`src/rtl/alu_pkg.sv`:
```
// Shared types, framing constants and CRC helpers for the mtm_Alu request arbiter.
package alu_pkg;

  typedef enum logic [2:0] {
    AND = 3'b000,
    OR  = 3'b001,
    ADD = 3'b100,
    SUB = 3'b101
  } operation_t;

  typedef enum logic [2:0] {IDLE, ARB, TX, RX_WAIT, RX_FRAME, DONE} arb_state_t;

  localparam int FRAME_BITS     = 11;
  localparam int TX_DATA_FRAMES = 8;
  localparam int RX_DATA_FRAMES = 4;
  localparam int TX_BITS        = FRAME_BITS * (TX_DATA_FRAMES + 1);

  // x^4+x+1, init 0, MSB first over {B, A, 1'b1, op}
  function automatic logic [3:0] crc4_68(input logic [67:0] d);
    logic [3:0] c;
    logic       fb;
    c = '0;
    for (int i = 67; i >= 0; i--) begin
      fb = d[i] ^ c[3];
      c  = {c[2:0], 1'b0} ^ {2'b00, fb, fb};
    end
    return c;
  endfunction

  // x^3+x+1, init 0, MSB first over {C, 1'b0, flags}
  function automatic logic [2:0] crc3_37(input logic [36:0] d);
    logic [2:0] c;
    logic       fb;
    c = '0;
    for (int i = 36; i >= 0; i--) begin
      fb = d[i] ^ c[2];
      c  = {c[1:0], 1'b0} ^ {1'b0, fb, fb};
    end
    return c;
  endfunction

endpackage

```
`src/rtl/alu_frame_rx.sv`:
```
// Two-flop synchronizer on sout plus 11-bit frame deserializer.
// Emits a one-cycle frame_valid with type/data once the stop bit is sampled.
module alu_frame_rx
  import alu_pkg::*;
(
  input  logic       clk,
  input  logic       rst_n,
  input  logic       en,
  input  logic       sout,
  output logic       busy,
  output logic       frame_valid,
  output logic       frame_type,
  output logic [7:0] frame_data,
  output logic       framing_err
);

  logic       s1_q, s2_q;
  logic       active_q, active_d;
  logic [3:0] cnt_q, cnt_d;
  logic [8:0] sr_q, sr_d;
  logic       vld_q, vld_d, typ_q, typ_d, ferr_q, ferr_d;
  logic [7:0] dat_q, dat_d;

  // start bit detect, then shift type+data, check stop on the tenth bit
  always_comb begin
    active_d = active_q;
    cnt_d    = cnt_q;
    sr_d     = sr_q;
    vld_d    = 1'b0;
    typ_d    = typ_q;
    dat_d    = dat_q;
    ferr_d   = ferr_q;
    if (!en) begin
      active_d = 1'b0;
    end else if (!active_q) begin
      if (!s2_q) begin
        active_d = 1'b1;
        cnt_d    = '0;
      end
    end else if (cnt_q == 4'(FRAME_BITS - 2)) begin
      active_d = 1'b0;
      vld_d    = 1'b1;
      typ_d    = sr_q[8];
      dat_d    = sr_q[7:0];
      ferr_d   = ~s2_q;
    end else begin
      sr_d  = {sr_q[7:0], s2_q};
      cnt_d = cnt_q + 4'd1;
    end
  end

  // sync chain and deserializer state
  always_ff @(posedge clk or negedge rst_n) begin
    if (!rst_n) begin
      s1_q     <= 1'b1;
      s2_q     <= 1'b1;
      active_q <= 1'b0;
      cnt_q    <= '0;
      sr_q     <= '0;
      vld_q    <= 1'b0;
      typ_q    <= 1'b0;
      dat_q    <= '0;
      ferr_q   <= 1'b0;
    end else begin
      s1_q     <= sout;
      s2_q     <= s1_q;
      active_q <= active_d;
      cnt_q    <= cnt_d;
      sr_q     <= sr_d;
      vld_q    <= vld_d;
      typ_q    <= typ_d;
      dat_q    <= dat_d;
      ferr_q   <= ferr_d;
    end
  end

  assign busy        = active_q;
  assign frame_valid = vld_q;
  assign frame_type  = typ_q;
  assign frame_data  = dat_q;
  assign framing_err = ferr_q;

endmodule

```
`src/rtl/alu_req_arbiter.sv`:
```
// Round-robin arbiter sharing one serial mtm_Alu between N_REQ requesters.
// Builds and shifts the 99-bit command packet onto sin, collects the response
// frames from sout and returns result/flags/status to the winner.
// Optional: define ALU_ARB_TIMEOUT_EN to bound the wait for each response frame.
module alu_req_arbiter
  import alu_pkg::*;
#(
  parameter int N_REQ       = 2,
  parameter int TIMEOUT_CYC = 2000
) (
  input  logic                  clk,
  input  logic                  rst_n,
  input  logic [N_REQ-1:0]      req,
  input  logic [N_REQ-1:0][31:0] req_a,
  input  logic [N_REQ-1:0][31:0] req_b,
  input  logic [N_REQ-1:0][2:0] req_op,
  output logic [N_REQ-1:0]      ack,
  output logic                  rsp_valid,
  output logic [31:0]           rsp_c,
  output logic [3:0]            rsp_flags,
  output logic                  rsp_err,
  output logic [7:0]            rsp_status,
  output logic                  busy,
  output logic                  sin,
  input  logic                  sout
);

  localparam int PW = $clog2(N_REQ);

  if (N_REQ < 2 || N_REQ > 8 || TIMEOUT_CYC < 1) begin : g_bad_cfg
    $error("alu_req_arbiter: N_REQ must be 2..8 and TIMEOUT_CYC >= 1");
  end

  arb_state_t          state_q, state_d;
  logic [PW-1:0]       ptr_q, ptr_d, win_q, win_d, grant_idx;
  logic                grant_vld;
  logic [TX_BITS-1:0]  pkt, tx_sr_q, tx_sr_d;
  logic [6:0]          tx_cnt_q, tx_cnt_d;
  logic                sin_q, sin_d;
  logic [2:0]          rx_idx_q, rx_idx_d;
  logic [31:0]         c_q, c_d, rsp_c_q, rsp_c_d;
  logic [3:0]          flags_q, flags_d, rsp_flags_q, rsp_flags_d;
  logic [7:0]          status_q, status_d, rsp_status_q, rsp_status_d;
  logic                err_q, err_d, rsp_err_q, rsp_err_d;
  logic [N_REQ-1:0]    ack_q, ack_d;
  logic                rsp_valid_q, rsp_valid_d, busy_q, busy_d;
  logic [63:0]         ba;
  logic                rx_en, rx_busy, rx_valid, rx_type, rx_ferr;
  logic [7:0]          rx_data;
`ifdef ALU_ARB_TIMEOUT_EN
  localparam int TW = $clog2(TIMEOUT_CYC + 1);
  logic [TW-1:0]       tmo_q, tmo_d;
`endif

  assign rx_en = (state_q == RX_WAIT) || (state_q == RX_FRAME);

  alu_frame_rx u_rx (
    .clk(clk), .rst_n(rst_n), .en(rx_en), .sout(sout), .busy(rx_busy),
    .frame_valid(rx_valid), .frame_type(rx_type), .frame_data(rx_data),
    .framing_err(rx_ferr)
  );

  // round-robin pick starting at ptr_q; lowest offset wins
  always_comb begin
    grant_vld = 1'b0;
    grant_idx = '0;
    for (int k = N_REQ - 1; k >= 0; k--) begin
      if (req[(int'(ptr_q) + k) % N_REQ]) begin
        grant_vld = 1'b1;
        grant_idx = PW'((int'(ptr_q) + k) % N_REQ);
      end
    end
  end

  // command packet for the current pick: 8 data frames then the op/crc4 frame
  always_comb begin
    ba  = {req_b[grant_idx], req_a[grant_idx]};
    pkt = '0;
    for (int i = 0; i < TX_DATA_FRAMES; i++)
      pkt[TX_BITS-1-FRAME_BITS*i -: FRAME_BITS] = {2'b00, ba[63-8*i -: 8], 1'b1};
    pkt[FRAME_BITS-1:0] = {2'b01, 1'b0, req_op[grant_idx],
                           crc4_68({ba, 1'b1, req_op[grant_idx]}), 1'b1};
  end

  // arbiter / serializer / response collector FSM next state
  always_comb begin
    state_d      = state_q;
    ptr_d        = ptr_q;
    win_d        = win_q;
    tx_sr_d      = tx_sr_q;
    tx_cnt_d     = tx_cnt_q;
    sin_d        = sin_q;
    rx_idx_d     = rx_idx_q;
    c_d          = c_q;
    flags_d      = flags_q;
    status_d     = status_q;
    err_d        = err_q;
    rsp_c_d      = rsp_c_q;
    rsp_flags_d  = rsp_flags_q;
    rsp_status_d = rsp_status_q;
    rsp_err_d    = rsp_err_q;
    ack_d        = '0;
    rsp_valid_d  = 1'b0;
`ifdef ALU_ARB_TIMEOUT_EN
    tmo_d        = '0;
`endif
    case (state_q)
      IDLE: if (|req) state_d = ARB;
      ARB: begin
        if (grant_vld) begin
          // start bit goes out on the same edge the operands are captured
          win_d    = grant_idx;
          sin_d    = pkt[TX_BITS-1];
          tx_sr_d  = {pkt[TX_BITS-2:0], 1'b1};
          tx_cnt_d = '0;
          rx_idx_d = '0;
          c_d      = '0;
          flags_d  = '0;
          status_d = '0;
          err_d    = 1'b0;
          state_d  = TX;
        end else begin
          state_d = IDLE;
        end
      end
      TX: begin
        if (tx_cnt_q == 7'(TX_BITS - 1)) begin
          sin_d   = 1'b1;
          state_d = RX_WAIT;
        end else begin
          sin_d    = tx_sr_q[TX_BITS-1];
          tx_sr_d  = {tx_sr_q[TX_BITS-2:0], 1'b1};
          tx_cnt_d = tx_cnt_q + 7'd1;
        end
      end
      RX_WAIT: begin
        if (rx_busy) begin
          state_d = RX_FRAME;
        end
`ifdef ALU_ARB_TIMEOUT_EN
        else if (tmo_q == TW'(TIMEOUT_CYC - 1)) begin
          err_d    = 1'b1;
          status_d = 8'hFF;
          state_d  = DONE;
        end else begin
          tmo_d = tmo_q + 1'b1;
        end
`endif
      end
      RX_FRAME: begin
        if (rx_valid) begin
          if (rx_ferr) begin
            err_d   = 1'b1;
            state_d = DONE;
          end else if (!rx_type) begin
            if (rx_idx_q < 3'(RX_DATA_FRAMES)) begin
              c_d      = {c_q[23:0], rx_data};
              rx_idx_d = rx_idx_q + 3'd1;
              state_d  = RX_WAIT;
            end else begin
              err_d   = 1'b1;
              state_d = DONE;
            end
          end else begin
            // CTL frame ends the response; first-frame CTL is an ALU error
            status_d = rx_data;
            state_d  = DONE;
            if (rx_idx_q == 3'(RX_DATA_FRAMES)) begin
              flags_d = rx_data[6:3];
              err_d   = crc3_37({c_q, 1'b0, rx_data[6:3]}) != rx_data[2:0];
            end else begin
              err_d = 1'b1;
            end
          end
        end
      end
      DONE: begin
        ptr_d   = (win_q == PW'(N_REQ - 1)) ? '0 : win_q + 1'b1;
        state_d = IDLE;
      end
      default: state_d = IDLE;
    endcase
    if (state_d == DONE && state_q != DONE) begin
      rsp_valid_d  = 1'b1;
      ack_d        = N_REQ'(1) << win_q;
      rsp_c_d      = c_d;
      rsp_flags_d  = flags_d;
      rsp_status_d = status_d;
      rsp_err_d    = err_d;
    end
    busy_d = (state_d != IDLE);
  end

  // all FSM state and registered outputs
  always_ff @(posedge clk or negedge rst_n) begin
    if (!rst_n) begin
      state_q      <= IDLE;
      ptr_q        <= '0;
      win_q        <= '0;
      tx_sr_q      <= '1;
      tx_cnt_q     <= '0;
      sin_q        <= 1'b1;
      rx_idx_q     <= '0;
      c_q          <= '0;
      flags_q      <= '0;
      status_q     <= '0;
      err_q        <= 1'b0;
      rsp_c_q      <= '0;
      rsp_flags_q  <= '0;
      rsp_status_q <= '0;
      rsp_err_q    <= 1'b0;
      ack_q        <= '0;
      rsp_valid_q  <= 1'b0;
      busy_q       <= 1'b0;
`ifdef ALU_ARB_TIMEOUT_EN
      tmo_q        <= '0;
`endif
    end else begin
      state_q      <= state_d;
      ptr_q        <= ptr_d;
      win_q        <= win_d;
      tx_sr_q      <= tx_sr_d;
      tx_cnt_q     <= tx_cnt_d;
      sin_q        <= sin_d;
      rx_idx_q     <= rx_idx_d;
      c_q          <= c_d;
      flags_q      <= flags_d;
      status_q     <= status_d;
      err_q        <= err_d;
      rsp_c_q      <= rsp_c_d;
      rsp_flags_q  <= rsp_flags_d;
      rsp_status_q <= rsp_status_d;
      rsp_err_q    <= rsp_err_d;
      ack_q        <= ack_d;
      rsp_valid_q  <= rsp_valid_d;
      busy_q       <= busy_d;
`ifdef ALU_ARB_TIMEOUT_EN
      tmo_q        <= tmo_d;
`endif
    end
  end

  assign sin        = sin_q;
  assign ack        = ack_q;
  assign rsp_valid  = rsp_valid_q;
  assign rsp_c      = rsp_c_q;
  assign rsp_flags  = rsp_flags_q;
  assign rsp_err    = rsp_err_q;
  assign rsp_status = rsp_status_q;
  assign busy       = busy_q;

endmodule

```
`config.mk`:
```
export PLATFORM = sky130hd
export DESIGN_NAME = alu_req_arbiter
export DESIGN_NICKNAME = d
export VERILOG_FILES = /design/src/rtl/alu_pkg.sv /design/src/rtl/alu_frame_rx.sv /design/src/rtl/alu_req_arbiter.sv
export SDC_FILE = /design/constraint.sdc
export NUM_CORES = 1
export LEC_CHECK = 0
export BUFFER_PORTS_ARGS = -buffer_cell sky130_fd_sc_hd__buf_2
export CORE_MARGIN = 4
export CORE_UTILIZATION = 35
export DETAILED_ROUTE_END_ITERATION = 12
export PLACE_DENSITY_LB_ADDON = 0.25
export RECOVER_POWER = 100
export SLEW_MARGIN = 5
export SYNTH_ARGS = -nofsm -noshare
export SYNTH_HDL_FRONTEND = slang
export SYNTH_SLANG_ARGS = --single-unit
```
`constraint.sdc`:
```
create_clock -name clk -period 4.2 [get_ports clk]
set_clock_uncertainty 0.2 [all_clocks]
set_input_delay 0.42 -clock clk [delete_from_list [all_inputs] [get_ports clk]]
set_output_delay 0.42 -clock clk [all_outputs]
set_load 0.005 [all_outputs]
```
==> flow_metrics.env <==
export IMPL_outcome="finished, violations left"
export IMPL_violations="capacitance limit, slew limit"
export IMPL_fin_crit_sh_pct=86.3
export IMPL_syn_avg_cell_area_um2=10.6
export IMPL_num_rows=70
export IMPL_die_h_um=201
export IMPL_drt_pass1_iterations=4
export IMPL_cts_sinks=234
export IMPL_synth_seq_cells=234
export IMPL_final_util_pct=41.8
export IMPL_synth_cell_types=47
export IMPL_fin_cells=1888
export IMPL_clock_root_buffer="clkbuf_16"
export IMPL_coreArea_mm2=0.0366
export IMPL_hpwl_mm=23.8
export IMPL_synth_seq_area_share_pct=46.1
export IMPL_cts_htree_levels=1
export IMPL_grt_start_max_net_pins=132
export IMPL_grtUsageTotal_pct=16.0
export IMPL_tightest_slew_ps=1830
export IMPL_cts_setup_buffers=0
export IMPL_finalHoldViolCount=0
export IMPL_grt_pass1_wl_mm=53.4
export IMPL_period_needed_ps=3620
export IMPL_cp_end_kind="register"
export IMPL_worstSetupStartpointType="register"
export IMPL_ys_top_cells_by_area="dfrtp_1, dfstp_2, xnor2_1"
export IMPL_fillCellCount=3595
export IMPL_drt_wirelength_per_cell_um=17.3
export IMPL_ios=189
export IMPL_fmax_mhz=276
export IMPL_synth_edf_count=0
export IMPL_p_per_area_mw_per_mm2=640
export IMPL_syn2layout_area_growth_pct=17.9
export IMPL_fin_nets=1545
export IMPL_vias=9255
export IMPL_antenna_found_initial=0
export IMPL_cts_buffer_depth=3
export IMPL_clk_pin_slew_worst_paths_ps=60
export IMPL_diodes=0
export IMPL_cp_data_arrival_time_ps=3870
export IMPL_ys_warn_count=0
export IMPL_cts_tree="done"
export IMPL_setup_viol=0
export IMPL_drt_initial_drc_count=384
export IMPL_crit_type="reg2reg"
export IMPL_hold_path_class="in2reg"
export IMPL_required_ps=4450
export IMPL_final_antenna_net_count=0
export IMPL_synth_ff_type="dfrtp_1"
export IMPL_wl_mm=32.7
export IMPL_dp_cells=1838
export IMPL_setup_tns_ps=0
export IMPL_drive_above_1_share_pct=27.5
export IMPL_yosysMostFrequentCell="nand2_1"
export IMPL_grt_overflow=0
export IMPL_yosys_top_cells_count="nand2_1, dfrtp_1, xnor2_1"
export IMPL_netlist_area_leader_share_pct=25.8
export IMPL_viasPerCell=4.90
export IMPL_slew_headroom_pct=-21.8
export IMPL_vdd_drop_max_mv=0.369
export IMPL_io_buffers=188
export IMPL_grt_setup_unrepaired="false"
export IMPL_p_leak_nw=7.36
export IMPL_gp_congestion=0.864
export IMPL_grt_pass1_vias=9599
export IMPL_cp_max_fo=10
export IMPL_floorplan_initialDensity_pct=35.4
export IMPL_cap_viol_max_count=3
export IMPL_syn_area_mm2=0.0130
export IMPL_synth_cells=1223
export IMPL_slew_viol_final=108
export IMPL_die_w_um=201
export IMPL_syn_nets=1368
export IMPL_drc=0
export IMPL_ys_async_sr_fraction_pct=100
export IMPL_clk_latency_ps=540
export IMPL_synth_area_leader_cell="dfrtp_1"
export IMPL_numCtsBuffers=26
export IMPL_die_area_mm2=0.0402
==> layout by cell type, fill, tap and decap left out, types with 5 or more instances in the layout <==
cell type and instances:
a21oi_1 78, ha_1 6, inv_1 8, nor2_1 86
dfrtp_1 134, nand2_1 195, or3_1 5, xor2_1 28
xnor2_1 125, buf_2 155, dfstp_2 100, a22o_1 35
clkbuf_8 5, buf_4 16, clkbuf_1 45, xnor3_2 5
and3_1 6, nand3_1 24, xnor3_1 36, o21ai_0 95
clkinv_2 6, mux2_2 58, mux2i_1 89, clkbuf_16 26
==> path summary, 6_finish.rpt <==
path / start / endpoint / slack [ps] / depth (start not counted)
min: req_b[17] / tx_sr_q[80]$_DFFE_PN1P_ / 150 / 5
min in group asynchronous: rst_n / c_q[26]$_DFF_PN0_ / 460 / 2
max: ptr_q$_DFFE_PN0P_ / tx_sr_q[2]$_DFFE_PN1P_ / 580 / 11
max in group asynchronous: rst_n / ptr_q$_DFFE_PN0P_ / 1130 / 3
min reg2reg: u_rx.s1_q$_DFF_PN1_ / u_rx.s2_q$_DFF_PN1_ / 170 / 0
max reg2reg: ptr_q$_DFFE_PN0P_ / tx_sr_q[2]$_DFFE_PN1P_ / 580 / 11
==> stage by stage <==
stage / power (mW) / hold slack, ps / setup slack (ps) / instance area (um2)
floorplan: 6.53 / -75.6 / 919 / 13000
global placement: 7.45 / 152 / 438 / 14500
detailed placement: 7.53 / 157 / 469 / 14500
CTS: 9.97 / 123 / 717 / 15400
global route: 10.6 / 169 / 275 / 15300
finish: 9.78 / 148 / 577 / 15300
==> report_power, final <==
group / switching, mW / internal (mW)
combinational: 2.31 / 1.62
clock: 0.951 / 1.41
sequential: 0.306 / 3.18
total: 3.57 / 6.22
==> routing by layer <==
metal	share of wire [%]	global-route usage (%)	vias up
met5	0	0	-
met4	1.7	3.34	0
met3	4.7	2.54	32
met2	46	25.9	212
met1	47	22.9	4487
li1	-	-	4524
==> worst max-delay path, stage by stage, from the launching register on <==
cell and delay (ps):
dfrtp_1 400, o21ai_2 570, buf_4 310, buf_4 230, mux2i_1 340, xnor2_1 140, xnor2_1 220, xnor3_1 390
xnor2_1 320, xor2_1 210, xnor2_1 90, a21oi_1 140
==> cell families after synthesis <==
group,share of synthesized area (%)
and+or+nand+nor,10.6
buffers and inverters,2.60
AOI/OAI and AO/OA,9.69
adders and majority gates,0.578
xor gates and xnor gates,18.6
muxes,11.9
DFF,46.1
==> cell type report <==
| cell class | instances | area, um2 | share of cell area (%) |
|---|---|---|---|
| Multi-Input combinational cell | 910 | 6680 | 43.7 |
| Clock inverter | 16 | 173 | 1.13 |
| Tap cell | 468 | 586 | 3.83 |
| Clock buffer | 32 | 723 | 4.73 |
| Sequential cell | 234 | 5980 | 39.1 |
| Inverter | 9 | 33.8 | 0.221 |
| Timing Repair Buffer | 219 | 1120 | 7.30 |
==> state kept, by name, summed over array words and instances (netlist names), 2 cells and up <==
register / flops
tx_sr_q: 97
state_q: 3
u_rx.sr_q: 9
rsp_flags: 4
rsp_status: 8
c_q: 32
flags_q: 4
rsp_c: 32
rx_idx_q: 3
ack: 2
tx_cnt_q: 7
u_rx.cnt_q: 4
u_rx.frame_data: 8
status_q: 8
==> repair_timing <==
item / in CTS / in global routing
endpoints found under the hold margin: 68 / 0
hold buffers: 2 / 0
resized for setup: 0 / 0
Note: power is estimated with default switching activity, not from simulation.
